`config.mk`:
```
export PLATFORM = sky130hd
export DESIGN_NAME = pito_prog_loader_flat
export DESIGN_NICKNAME = d
export VERILOG_FILES = /design/src/rtl/pito_loader_pkg.sv /design/src/rtl/pito_prog_loader_if.sv /design/src/rtl/pito_loader_word_pack.sv /design/src/rtl/pito_prog_loader.sv /design/src/flat_wrapper.sv
export SDC_FILE = /design/constraint.sdc
export NUM_CORES = 1
export LEC_CHECK = 0
export CAP_MARGIN = 10
export CORE_UTILIZATION = 27
export DETAILED_ROUTE_END_ITERATION = 8
export PLACE_DENSITY_LB_ADDON = 0.15
export SLEW_MARGIN = 20
export SYNTH_ARGS = -nofsm -noshare
export SYNTH_HDL_FRONTEND = slang
export SYNTH_SLANG_ARGS = --single-unit
```
`constraint.sdc`:
```
create_clock -name clk -period 2.2 [get_ports clk]
set_input_delay 0.44 -clock clk [delete_from_list [all_inputs] [get_ports clk]]
set_output_delay 0.44 -clock clk [all_outputs]
set_load 0.1 [all_outputs]
```
`src/rtl/pito_loader_pkg.sv`:
```
// Shared types for the pito boot-time program loader.
// Build option LOADER_CHECKSUM_EN adds a trailing XOR checksum byte to each frame.
package pito_loader_pkg;

    typedef enum logic [2:0] {
        IDLE,
        LEN0,
        LEN1,
        DATA,
        CSUM,
        DONE,
        ERR
    } loader_state_t;

    localparam logic [7:0] LOADER_MAGIC_DEFAULT = 8'hA5;

    typedef logic [31:0] word_t;

endpackage

```
`src/rtl/pito_prog_loader_if.sv`:
```
// Byte-stream input and instruction-memory write port of the program loader.
// The loader drives the slave side; the stream source and imem sit on the master side.
interface pito_prog_loader_if
    import pito_loader_pkg::*;
#(
    parameter int unsigned IMEM_ADDR_W = 10
);

    logic [7:0]             s_data;
    logic                   s_valid;
    logic                   s_ready;
    logic                   imem_we;
    logic [IMEM_ADDR_W-1:0] imem_addr;
    word_t                  imem_wdata;

    modport master (
        output s_data,
        output s_valid,
        input  s_ready,
        input  imem_we,
        input  imem_addr,
        input  imem_wdata
    );

    modport slave (
        input  s_data,
        input  s_valid,
        output s_ready,
        output imem_we,
        output imem_addr,
        output imem_wdata
    );

endinterface

```
`src/rtl/pito_loader_word_pack.sv`:
```
// Packs little-endian payload bytes into 32-bit words; word_valid pulses the cycle
// after the fourth byte of a word. clear restarts packing at a new frame.
module pito_loader_word_pack
    import pito_loader_pkg::*;
(
    input  logic       clk,
    input  logic       rst,
    input  logic       clear,
    input  logic       in_valid,
    input  logic [7:0] in_data,
    output logic [1:0] lane,
    output logic       word_valid,
    output word_t      word
);

    logic [23:0] partial;

    // Earlier bytes shift down so the first byte of a word ends up in bits [7:0].
    always_ff @(posedge clk) begin
        if (rst || clear) begin
            lane       <= 2'd0;
            partial    <= 24'd0;
            word_valid <= 1'b0;
            word       <= '0;
        end else begin
            word_valid <= 1'b0;
            if (in_valid) begin
                lane <= lane + 2'd1;
                if (lane == 2'd3) begin
                    word       <= {in_data, partial};
                    word_valid <= 1'b1;
                end else begin
                    partial <= {in_data, partial[23:8]};
                end
            end
        end
    end

endmodule

```
`src/rtl/pito_prog_loader.sv`:
```
// Framed byte-stream loader: writes the image into imem and releases core reset on success.
// Define LOADER_CHECKSUM_EN to require a trailing XOR checksum byte after the payload.
module pito_prog_loader
    import pito_loader_pkg::*;
#(
    parameter int unsigned IMEM_ADDR_W = 10,
    parameter int unsigned BASE_ADDR   = 0,
    parameter logic [7:0]  MAGIC       = LOADER_MAGIC_DEFAULT
) (
    input  logic              clk,
    input  logic              rst,
    pito_prog_loader_if.slave bus,
    input  logic              restart,
    output logic              core_rst,
    output logic              load_done,
    output logic              load_err
);

    localparam logic [IMEM_ADDR_W-1:0] BASE_W    = IMEM_ADDR_W'(BASE_ADDR);
    localparam logic [16:0]            MAX_WORDS = 17'(1 << IMEM_ADDR_W);

    loader_state_t state;
    logic [7:0]    len_lo;
    logic [15:0]   len;
    logic [15:0]   word_cnt;
    logic [16:0]   n_words;
    logic          beat;
    logic          frame_start;
    logic          last_word;
    logic [1:0]    lane;
    logic          word_valid;
    word_t         word;

    assign beat        = bus.s_valid & bus.s_ready;
    assign frame_start = beat && (state == IDLE) && (bus.s_data == MAGIC);
    assign n_words     = {1'b0, bus.s_data, len_lo};
    assign last_word   = (word_cnt == len - 16'd1);

    pito_loader_word_pack u_pack (
        .clk        (clk),
        .rst        (rst),
        .clear      (frame_start),
        .in_valid   (beat && (state == DATA)),
        .in_data    (bus.s_data),
        .lane       (lane),
        .word_valid (word_valid),
        .word       (word)
    );

    assign bus.imem_we    = word_valid;
    assign bus.imem_wdata = word;

`ifdef LOADER_CHECKSUM_EN
    logic [7:0] csum;

    // Running XOR over the length bytes and the payload.
    always_ff @(posedge clk) begin
        if (rst || frame_start) begin
            csum <= 8'd0;
        end else if (beat && (state == LEN0 || state == LEN1 || state == DATA)) begin
            csum <= csum ^ bus.s_data;
        end
    end
`endif

    // Frame sequencing; s_ready, core_rst and the sticky flags change with the state.
    always_ff @(posedge clk) begin
        if (rst) begin
            state         <= IDLE;
            bus.s_ready   <= 1'b1;
            bus.imem_addr <= '0;
            core_rst      <= 1'b1;
            load_done     <= 1'b0;
            load_err      <= 1'b0;
            len_lo        <= 8'd0;
            len           <= 16'd0;
            word_cnt      <= 16'd0;
        end else begin
            if (word_valid) begin
                bus.imem_addr <= bus.imem_addr + IMEM_ADDR_W'(1);
            end
            case (state)
                IDLE: if (frame_start) begin
                    state         <= LEN0;
                    bus.imem_addr <= BASE_W;
                    word_cnt      <= 16'd0;
                end
                LEN0: if (beat) begin
                    len_lo <= bus.s_data;
                    state  <= LEN1;
                end
                LEN1: if (beat) begin
                    len <= n_words[15:0];
                    if (n_words > MAX_WORDS) begin
                        state       <= ERR;
                        bus.s_ready <= 1'b0;
                        load_err    <= 1'b1;
                    end else if (n_words == 17'd0) begin
`ifdef LOADER_CHECKSUM_EN
                        state <= CSUM;
`else
                        state       <= DONE;
                        bus.s_ready <= 1'b0;
                        core_rst    <= 1'b0;
                        load_done   <= 1'b1;
`endif
                    end else begin
                        state <= DATA;
                    end
                end
                DATA: if (beat && lane == 2'd3) begin
                    word_cnt <= word_cnt + 16'd1;
                    if (last_word) begin
`ifdef LOADER_CHECKSUM_EN
                        state <= CSUM;
`else
                        state       <= DONE;
                        bus.s_ready <= 1'b0;
                        core_rst    <= 1'b0;
                        load_done   <= 1'b1;
`endif
                    end
                end
`ifdef LOADER_CHECKSUM_EN
                CSUM: if (beat) begin
                    bus.s_ready <= 1'b0;
                    if (bus.s_data == csum) begin
                        state     <= DONE;
                        core_rst  <= 1'b0;
                        load_done <= 1'b1;
                    end else begin
                        state    <= ERR;
                        load_err <= 1'b1;
                    end
                end
`endif
                DONE, ERR: if (restart) begin
                    state       <= IDLE;
                    bus.s_ready <= 1'b1;
                    core_rst    <= 1'b1;
                    load_done   <= 1'b0;
                    load_err    <= 1'b0;
                end
                default: state <= IDLE;
            endcase
        end
    end

endmodule
```
`src/flat_wrapper.sv`:
```
// flat-port wrapper written by rule: the top's interface ports become plain ports
module pito_prog_loader_flat import pito_loader_pkg::*;
#(
    parameter int unsigned IMEM_ADDR_W = 10,
    parameter int unsigned BASE_ADDR   = 0,
    parameter logic [7:0]  MAGIC       = LOADER_MAGIC_DEFAULT
)
  (clk, rst, restart, core_rst, load_done, load_err, bus_s_data, bus_s_valid, bus_s_ready, bus_imem_we, bus_imem_addr, bus_imem_wdata);
  pito_prog_loader_if #(.IMEM_ADDR_W(IMEM_ADDR_W)) bus_i ();
  input  logic clk;
  input  logic rst;
  input  logic restart;
  output logic core_rst;
  output logic load_done;
  output logic load_err;
  input wire logic [$bits(bus_i.s_data)-1:0] bus_s_data;
  input wire logic [$bits(bus_i.s_valid)-1:0] bus_s_valid;
  output wire logic [$bits(bus_i.s_ready)-1:0] bus_s_ready;
  output wire logic [$bits(bus_i.imem_we)-1:0] bus_imem_we;
  output wire logic [$bits(bus_i.imem_addr)-1:0] bus_imem_addr;
  output wire logic [$bits(bus_i.imem_wdata)-1:0] bus_imem_wdata;
  assign bus_i.s_data = bus_s_data;
  assign bus_i.s_valid = bus_s_valid;
  assign bus_s_ready = bus_i.s_ready;
  assign bus_imem_we = bus_i.imem_we;
  assign bus_imem_addr = bus_i.imem_addr;
  assign bus_imem_wdata = bus_i.imem_wdata;
  pito_prog_loader #(.IMEM_ADDR_W(IMEM_ADDR_W), .BASE_ADDR(BASE_ADDR), .MAGIC(MAGIC)) u_core (.clk(clk), .rst(rst), .bus(bus_i), .restart(restart), .core_rst(core_rst), .load_done(load_done), .load_err(load_err));
endmodule
```
==> flow_results.xml, run 1 <==
<?xml version="1.0" encoding="UTF-8"?>
<metrics>
  <group name="pwr">
    <metric name="power.internal" unit="mW">4.479</metric>
    <metric name="cell_leakage_power" unit="nW">2.576</metric>
    <metric name="power-per-cell-area" unit="nW/um^2">932.2</metric>
    <metric name="clock_power_share" unit="">0.449</metric>
    <metric name="vdd_ir_drop_max" unit="V">0.0005185</metric>
    <metric name="sw_power" unit="mW">1.889</metric>
    <metric name="share_comb_of_total_power" unit="">0.183</metric>
    <metric name="power_frac_seq" unit="">0.368</metric>
    <metric name="power_switching_share" unit="">0.2966</metric>
  </group>
  <group name="cells_and_area">
    <metric name="layout_overhead_on_the_synthesized_area" unit="%">34.25</metric>
    <metric name="final_core_util" unit="">0.3752</metric>
    <metric name="fin_cells" unit="">969</metric>
    <metric name="antenna-diode-count" unit="">0</metric>
    <metric name="share_of_final_layout_standard_cells_stronger_than_drive_strength_1" unit="">0.2041</metric>
    <metric name="layout.nets" unit="">743</metric>
  </group>
  <group name="synth">
    <metric name="yosys.area.top_type" unit="">sky130_fd_sc_hd__dfxtp_1</metric>
    <metric name="synth.distinct_cells" unit="">53</metric>
    <metric name="syn_inst" unit="">639</metric>
    <metric name="largest_family_of_logic_cells_by_synthesized_area" unit="">simple AND/OR/NAND/NOR gates</metric>
    <metric name="synth_common_cells" unit="">sky130_fd_sc_hd__nand2_1, sky130_fd_sc_hd__dfxtp_1, sky130_fd_sc_hd__a21oi_1, sky130_fd_sc_hd__nor2_1, sky130_fd_sc_hd__clkbuf_1</metric>
    <metric name="post_synth_and_or_nand_nor_area_fraction" unit="">0.2643</metric>
    <metric name="synth_compound_area_frac" unit="">0.1394</metric>
    <metric name="synth_top_flop_cell" unit="">sky130_fd_sc_hd__dfxtp_1</metric>
    <metric name="synthMostInstantiatedCell" unit="">sky130_fd_sc_hd__nand2_1</metric>
    <metric name="synth_edf_count" unit="">0</metric>
    <metric name="synth-seq-cells" unit="">116</metric>
    <metric name="mappedNetlistArea" unit="sq um">5089</metric>
    <metric name="syn_nets" unit="">655</metric>
    <metric name="muxShareOfSynthArea" unit="">0.02385</metric>
    <metric name="average_instance_area_after_synthesis" unit="sq um">7.963</metric>
    <metric name="synth.yosys.warnings" unit="">0</metric>
    <metric name="seq_area_frac_synth" unit="">0.4564</metric>
    <metric name="asyncSetResetFlopFracSynth" unit="">0</metric>
    <metric name="synth_top_area_frac" unit="">0.4564</metric>
    <metric name="top_area_cells_in_the_synthesized_netlist" unit="">sky130_fd_sc_hd__dfxtp_1, sky130_fd_sc_hd__nand2_1, sky130_fd_sc_hd__a21oi_1, sky130_fd_sc_hd__xnor2_1, sky130_fd_sc_hd__xor2_1</metric>
    <metric name="synth_xor_xnor_area_share" unit="">0.06885</metric>
    <metric name="synth_adder_area_share" unit="">0.009835</metric>
  </group>
  <group name="timing">
    <metric name="actual_transition_at_the_worst_max_transition_pin" unit="ns">0.4732</metric>
    <metric name="fin_ws" unit="ns">0.09165</metric>
    <metric name="setup_viol" unit="">0</metric>
    <metric name="fin_crit" unit="ns">2.108</metric>
    <metric name="skew" unit="ns">0.01371</metric>
    <metric name="timing.fmax" unit="GHz">0.4743</metric>
    <metric name="fin_crit_sh" unit="">0.9583</metric>
    <metric name="final-hold-violation-count" unit="">0</metric>
    <metric name="relSlewSlack" unit="">0.6811</metric>
    <metric name="final_max_slew_viol_count" unit="">0</metric>
  </group>
  <group name="setup_path">
    <metric name="worst-setup-path-type" unit="">reg -&gt; reg</metric>
    <metric name="worstPathArrival" unit="ns">2.40</metric>
    <metric name="worst-endpoint-required" unit="ns">2.49</metric>
    <metric name="rrSetupSlack" unit="ns">0.09</metric>
    <metric name="crit_path_max_fanout" unit="">7</metric>
    <metric name="ff2ff_path_depth" unit="">10</metric>
    <metric name="crit-reg2reg-capture" unit="">u_core.bus.s_ready</metric>
    <metric name="critPathLaunchType" unit="">flip-flop</metric>
    <metric name="timing.rr.start" unit="">u_core.len[0]</metric>
    <metric name="crit_path_end_kind" unit="">flip-flop</metric>
  </group>
  <group name="min_path">
    <metric name="hold_depth" unit="">2</metric>
    <metric name="worstHoldStart" unit="">u_core.load_done</metric>
    <metric name="hold_class" unit="">reg -&gt; reg</metric>
    <metric name="min_to" unit="">u_core.load_done</metric>
  </group>
  <group name="floorplanning">
    <metric name="design.die.area" unit="sq um">19400</metric>
    <metric name="core_region_area" unit="sq um">18210</metric>
    <metric name="io_pins" unit="">59</metric>
    <metric name="chipWidth" unit="um">139.3</metric>
    <metric name="chipHeight" unit="um">139.3</metric>
    <metric name="floorplan.rows" unit="">49</metric>
    <metric name="initial_core_util" unit="">0.2795</metric>
  </group>
  <group name="routing">
    <metric name="post_drt_wl_per_cell" unit="um">14.56</metric>
    <metric name="detailedRoute.firstIterationViolations" unit="">227</metric>
    <metric name="route.detailed.vias_per_inst" unit="">4.735</metric>
    <metric name="firstDrtPassIters" unit="">4</metric>
    <metric name="via_count" unit="">4588</metric>
    <metric name="antenna_violating_nets_remaining" unit="">0</metric>
    <metric name="detail_route.wirelength" unit="um">14100</metric>
    <metric name="drc" unit="">0</metric>
  </group>
  <group name="clocking">
    <metric name="ctsHoldBuffers" unit="">0</metric>
    <metric name="inserted_clock_buffers" unit="">17</metric>
    <metric name="clockBufferDepth" unit="">2</metric>
    <metric name="tritoncts_clock_tree" unit="">yes</metric>
    <metric name="ctsHtreeMaxLevel" unit="">4</metric>
    <metric name="cts_root_buf" unit="">sky130_fd_sc_hd__clkbuf_16</metric>
    <metric name="worstSkewPairLatency" unit="ns">0.41</metric>
    <metric name="clk_pin_slew" unit="ns">0.06</metric>
    <metric name="tritoncts_num_sinks" unit="">116</metric>
  </group>
  <group name="placed_design">
    <metric name="dp_hpwl" unit="um">10310</metric>
    <metric name="final_weighted_congestion_of_routability_driven_global_placement" unit="">0.8011</metric>
    <metric name="dpl.cell_count" unit="">934</metric>
    <metric name="port-buffer-count" unit="">58</metric>
    <metric name="place_worst_setup_slack" unit="ns">-0.4146</metric>
  </group>
  <group name="global_route">
    <metric name="grt_remaining_overflow" unit="">0</metric>
    <metric name="wire_length_of_the_first_global_routing_pass" unit="um">23110</metric>
    <metric name="grt_antenna_before_repair" unit="">0</metric>
    <metric name="grt_start_max_net_pins" unit="">34</metric>
    <metric name="track_usage" unit="">0.1503</metric>
    <metric name="first_global_vias" unit="">4432</metric>
  </group>
  <group name="outcome">
    <metric name="run_status" unit="">finished, final reports clean</metric>
  </group>
  <group name="run">
    <metric name="max_cap_viol_count" unit="">0</metric>
  </group>
</metrics>
[flip-flops by register name, indices dropped and copies added (netlist names), 2 cells and up]
signal                 cells
u_core.len                16
u_core.len_lo              8
u_core.u_pack.word        32
u_core.state               3
u_core.word_cnt           16
u_core.u_pack.partial     24
u_core.u_pack.lane         2
u_core.bus.imem_addr      10
[critical path, cell delays in order, from the launching register on]
cell and delay (ns):
sky130_fd_sc_hd__dfxtp_2 0.33, sky130_fd_sc_hd__inv_1 0.06, sky130_fd_sc_hd__ha_4 0.18, sky130_fd_sc_hd__and2b_2 0.25, sky130_fd_sc_hd__and3_4 0.19, sky130_fd_sc_hd__o21ai_0 0.22, sky130_fd_sc_hd__a31oi_2 0.13, sky130_fd_sc_hd__a211oi_2 0.20
sky130_fd_sc_hd__buf_4 0.17, sky130_fd_sc_hd__nand4_1 0.13, sky130_fd_sc_hd__o211a_1 0.14
[layout make-up]
| cell class | count | area, sq um |
|---|---|---|
| inverters | 8 | 30.03 |
| multi-input cells | 476 | 2648 |
| well taps | 229 | 286.5 |
| fillers | 1830 | 11380 |
| clock buffers | 19 | 442.9 |
| flip-flops and latches | 116 | 2326 |
| clock inverters | 13 | 175.2 |
| repair buffers | 108 | 923.4 |
[metal layers]
layer,part of all wire,track usage
met5,0,0
met3,0.026,0.03338
met4,0.012,0.04737
met2,0.48,0.2481
met1,0.49,0.1944
[repair_timing]
item / CTS / global route
buffers inserted: 1 / 2
gates resized for setup: 3 / 14
endpoints found under the setup margin: 4 / 80
pin swaps: 1 / 7
[placed cells by master (no fill, tap or decap), types with 4 or more instances in the layout]
cell,instances
sky130_fd_sc_hd__a21oi_1,84
sky130_fd_sc_hd__a31oi_1,4
sky130_fd_sc_hd__and3_1,6
sky130_fd_sc_hd__buf_12,6
sky130_fd_sc_hd__buf_4,91
sky130_fd_sc_hd__clkbuf_16,17
sky130_fd_sc_hd__clkdlybuf4s50_1,7
sky130_fd_sc_hd__clkinv_4,5
sky130_fd_sc_hd__dfxtp_1,113
sky130_fd_sc_hd__dlymetal6s2s_1,4
sky130_fd_sc_hd__inv_1,8
sky130_fd_sc_hd__mux2i_1,11
sky130_fd_sc_hd__nand2_1,167
sky130_fd_sc_hd__nand2b_1,5
sky130_fd_sc_hd__nand3_1,10
sky130_fd_sc_hd__nand4_1,18
sky130_fd_sc_hd__nor2_1,45
sky130_fd_sc_hd__nor3_1,11
sky130_fd_sc_hd__o21ai_0,12
sky130_fd_sc_hd__or3_1,6
sky130_fd_sc_hd__xnor2_1,20
sky130_fd_sc_hd__xor2_1,20
[power by group through the flow]
stage / registers [mW] / clock network, mW / logic, mW
3_5_place_dp: 2.39 / 0 / 1.15
4_1_cts: 2.34 / 2.93 / 1.16
6_report: 2.34 / 2.86 / 1.16
3_3_place_gp: 2.38 / 0 / 1.14
2_1_floorplan: 2.53 / 0 / 0.616
5_1_grt: 2.36 / 3.04 / 1.25
[metrics by stage]
| stage | hold WS, ns | setup TNS [ns] | cell area [sq um] | power [mW] |
|---|---|---|---|---|
| 3_3_place_gp | 0.4450 | -32.81 | 6120 | 3.529 |
| 4_1_cts | 0.4528 | 0 | 6756 | 6.432 |
| 3_5_place_dp | 0.4450 | -28.99 | 6120 | 3.536 |
| 6_report | 0.4439 | 0 | 6832 | 6.368 |
| 2_1_floorplan | 0.4322 | 0 | 5090 | 3.150 |
| 5_1_grt | 0.4622 | -0.01620 | 6832 | 6.645 |
[how the worst max path moves through the flow]
stage,end,cells past startpoint,from,slack (ns)
5_1_grt,u_core.core_rst,8,bus_s_data[1],-0.02
3_3_place_gp,u_core.core_rst,8,bus_s_data[3],-0.41
6_report,u_core.bus.s_ready,10,u_core.len[0],0.09
3_5_place_dp,u_core.core_rst,8,bus_s_data[3],-0.41
2_1_floorplan,u_core.word_cnt[8],8,u_core.bus.s_ready,0.02
4_1_cts,u_core.core_rst,8,bus_s_data[3],0.0009
[cells by family after synthesis]
kind of cell | Yosys count
mux | 12
compound gates | 124
simple gates | 296
fa+ha+maj | 4
flops | 116
xor+xnor | 40
buf+inv | 47
Note: power is estimated with default switching activity, not from simulation.
==> inputs of run 2 (changes only) <==
- CELL_PAD_IN_SITES_DETAIL_PLACEMENT: unset -> 1
- CELL_PAD_IN_SITES_GLOBAL_PLACEMENT: unset -> 2
- SLEW_MARGIN: 20 -> unset
==> flow_results.xml, run 2 (synthesis results as in run 1) <==
<?xml version="1.0" encoding="UTF-8"?>
<metrics>
  <group name="cells_and_area">
    <metric name="fin_cells" unit="">980</metric>
    <metric name="largest_registers" unit="">u_core.u_pack.word (32), u_core.u_pack.partial (24)</metric>
    <metric name="antenna-diode-count" unit="">0</metric>
    <metric name="max_reg_flops" unit="">32</metric>
    <metric name="layout_overhead_on_the_synthesized_area" unit="%">37.45</metric>
    <metric name="footprint_of_the_multi_input_gates" unit="sq um">2675</metric>
    <metric name="nFillCells" unit="">2177</metric>
    <metric name="layout.nets" unit="">754</metric>
    <metric name="largest-register" unit="">u_core.u_pack.word</metric>
    <metric name="register_area" unit="sq um">2327</metric>
    <metric name="final_core_util" unit="">0.3841</metric>
    <metric name="share_of_final_layout_standard_cells_stronger_than_drive_strength_1" unit="">0.2224</metric>
    <metric name="mostFrequentLayoutCell" unit="">sky130_fd_sc_hd__nand2_1</metric>
    <metric name="commonest_cells_after_routing_fill_and_taps_aside" unit="">sky130_fd_sc_hd__nand2_1, sky130_fd_sc_hd__dfxtp_1, sky130_fd_sc_hd__buf_4</metric>
  </group>
  <group name="timing">
    <metric name="actual_transition_at_the_worst_max_transition_pin" unit="ns">0.4840</metric>
    <metric name="setup_viol" unit="">0</metric>
    <metric name="fin_crit_sh" unit="">0.9492</metric>
    <metric name="final.setup.tns" unit="ns">0</metric>
    <metric name="final-hold-violation-count" unit="">0</metric>
    <metric name="relSlewSlack" unit="">0.6769</metric>
    <metric name="skew" unit="ns">0.008357</metric>
    <metric name="final_max_slew_viol_count" unit="">0</metric>
    <metric name="fin_crit" unit="ns">2.088</metric>
    <metric name="timing.fmax" unit="GHz">0.4789</metric>
  </group>
  <group name="setup_path">
    <metric name="crit_path_end_kind" unit="">flip-flop</metric>
    <metric name="crit_slowest_cell" unit="">sky130_fd_sc_hd__dfxtp_2</metric>
    <metric name="worst-setup-path-type" unit="">reg -&gt; reg</metric>
    <metric name="worst-endpoint-required" unit="ns">2.57</metric>
    <metric name="worstPathCellList" unit="">inv_1 &gt; ha_2 &gt; and2b_2 &gt; and3_4 &gt; a211o_1 &gt; a31oi_1 &gt; a211oi_2 &gt; buf_4 &gt; a41oi_2 &gt; o21a_1</metric>
    <metric name="worst_path_dominant_cell_family" unit="">compound AO/OA/AOI/OAI gates</metric>
    <metric name="critPathLaunchType" unit="">flip-flop</metric>
    <metric name="worst_path_largest_cell_delay" unit="ns">0.33</metric>
    <metric name="worstPathArrival" unit="ns">2.45</metric>
    <metric name="crit_buf_inv" unit="">2</metric>
    <metric name="crit_path_max_fanout" unit="">3</metric>
  </group>
  <group name="placed_design">
    <metric name="dp_hpwl" unit="um">11380</metric>
    <metric name="dpl.cell_count" unit="">946</metric>
    <metric name="port-buffer-count" unit="">58</metric>
    <metric name="final_weighted_congestion_of_routability_driven_global_placement" unit="">0.8024</metric>
  </group>
  <group name="clocking">
    <metric name="ctsHtreeMaxLevel" unit="">4</metric>
    <metric name="clk_pin_slew" unit="ns">0.06</metric>
    <metric name="inserted_clock_buffers" unit="">17</metric>
    <metric name="clockBufferDepth" unit="">2</metric>
    <metric name="ctsHoldBuffers" unit="">0</metric>
    <metric name="cts_root_buf" unit="">sky130_fd_sc_hd__clkbuf_16</metric>
    <metric name="tritoncts_clock_tree" unit="">yes</metric>
    <metric name="worstSkewPairLatency" unit="ns">0.42</metric>
    <metric name="tritoncts_num_sinks" unit="">116</metric>
  </group>
  <group name="global_route">
    <metric name="wire_length_of_the_first_global_routing_pass" unit="um">26280</metric>
    <metric name="grt_remaining_overflow" unit="">0</metric>
    <metric name="track_usage" unit="">0.1725</metric>
    <metric name="first_global_vias" unit="">5013</metric>
    <metric name="grt_start_max_net_pins" unit="">34</metric>
    <metric name="grt_antenna_before_repair" unit="">0</metric>
  </group>
  <group name="routing">
    <metric name="detail_route.wirelength" unit="um">15800</metric>
    <metric name="via_count" unit="">4753</metric>
    <metric name="post_drt_wl_per_cell" unit="um">16.12</metric>
    <metric name="detailedRoute.firstIterationViolations" unit="">174</metric>
    <metric name="drc" unit="">0</metric>
    <metric name="route.detailed.vias_per_inst" unit="">4.850</metric>
    <metric name="antenna_violating_nets_remaining" unit="">0</metric>
    <metric name="firstDrtPassIters" unit="">4</metric>
  </group>
  <group name="outcome">
    <metric name="run_status" unit="">finished, final reports clean</metric>
  </group>
  <group name="pwr">
    <metric name="share_comb_of_total_power" unit="">0.189</metric>
    <metric name="power-per-cell-area" unit="nW/um^2">950.5</metric>
    <metric name="cell_leakage_power" unit="nW">2.655</metric>
    <metric name="clock_power_share" unit="">0.460</metric>
    <metric name="power.internal" unit="mW">4.629</metric>
    <metric name="sw_power" unit="mW">2.019</metric>
    <metric name="vdd_ir_drop_max" unit="V">0.0005813</metric>
    <metric name="power_switching_share" unit="">0.3037</metric>
    <metric name="power_frac_seq" unit="">0.351</metric>
  </group>
  <group name="run">
    <metric name="max_cap_viol_count" unit="">0</metric>
  </group>
  <group name="min_path">
    <metric name="hold_class" unit="">reg -&gt; reg</metric>
  </group>
  <group name="floorplanning">
    <metric name="chipHeight" unit="um">139.3</metric>
    <metric name="design.die.area" unit="sq um">19400</metric>
    <metric name="initial_core_util" unit="">0.2795</metric>
    <metric name="core_region_area" unit="sq um">18210</metric>
    <metric name="chipWidth" unit="um">139.3</metric>
    <metric name="floorplan.rows" unit="">49</metric>
    <metric name="io_pins" unit="">59</metric>
  </group>
</metrics>
-- run 2: cell types whose count changed in the layout (fill, tap and decap cells not counted), sizes merged, moves of 2 or more --
cell	change
inv	+4
clkbuf	-2
buf	+10
clkinvlp	-2
-- run 2: what timing repair did --
action,in CTS,in global routing
setup endpoints to repair,64,88
gates cloned,0,1
pin swaps,0,8
buffers inserted,0,1
resized for setup,4,19
-- run 2: tightest hold or removal path, stage by stage, from the launching register on --
cell and delay (ns):
sky130_fd_sc_hd__dfxtp_1 0.31, sky130_fd_sc_hd__nand2_1 0.05, sky130_fd_sc_hd__nand2_1 0.04
-- run 2: metrics by stage --
stage	hold slack (ns)	total power [mW]	cell area, sq um	setup slack (ns)
2_1_floorplan	0.4322	3.150	5090	0.01814
3_3_place_gp	0.4435	3.584	6235	-0.5233
3_5_place_dp	0.4438	3.608	6235	-0.4845
4_1_cts	0.4562	6.725	6900	-0.02602
5_1_grt	0.4712	6.962	6994	-0.001461
6_report	0.4495	6.648	6994	0.1119
-- run 2: routing by layer --
metal,vias up,share of wire,track usage
met3,18,0.023,0.03338
met4,0,0.015,0.05965
li1,2379,-,-
met2,67,0.47,0.2864
met1,2289,0.49,0.2227
met5,-,0,0
-- run 2: path summary, 6_finish.rpt --
| check | from | endpoint | slack, ns | depth (start not counted) |
|---|---|---|---|---|
| worst max-delay path | u_core.len[1] | u_core.core_rst | 0.11 | 10 |
| worst max register to register | u_core.len[1] | u_core.core_rst | 0.11 | 10 |
| worst min-delay path | u_core.load_done | u_core.load_done | 0.45 | 2 |
| worst min register to register | u_core.load_done | u_core.load_done | 0.45 | 2 |
-- run 2: power groups by stage --
stage | Sequential [mW] | Clock, mW | Combinational [mW]
2_1_floorplan | 2.53 | 0 | 0.616
3_3_place_gp | 2.37 | 0 | 1.22
3_5_place_dp | 2.37 | 0 | 1.24
4_1_cts | 2.33 | 3.14 | 1.25
5_1_grt | 2.35 | 3.24 | 1.37
6_report | 2.34 | 3.06 | 1.26
-- run 2: final cells by class --
cell class,count,share of cell area
Timing Repair Buffer,119,0.1476
Clock inverter,15,0.03113
Clock buffer,17,0.06082
Multi-Input combinational cell,476,0.3825
Sequential cell,116,0.3327
Inverter,8,0.004293
Tap cell,229,0.04097
==> inputs of run 3 (changes only) <==
- SLEW_MARGIN: unset -> 20
==> results of run 3 <==
Final layout, timing and power as in run 2 (identical DEF).
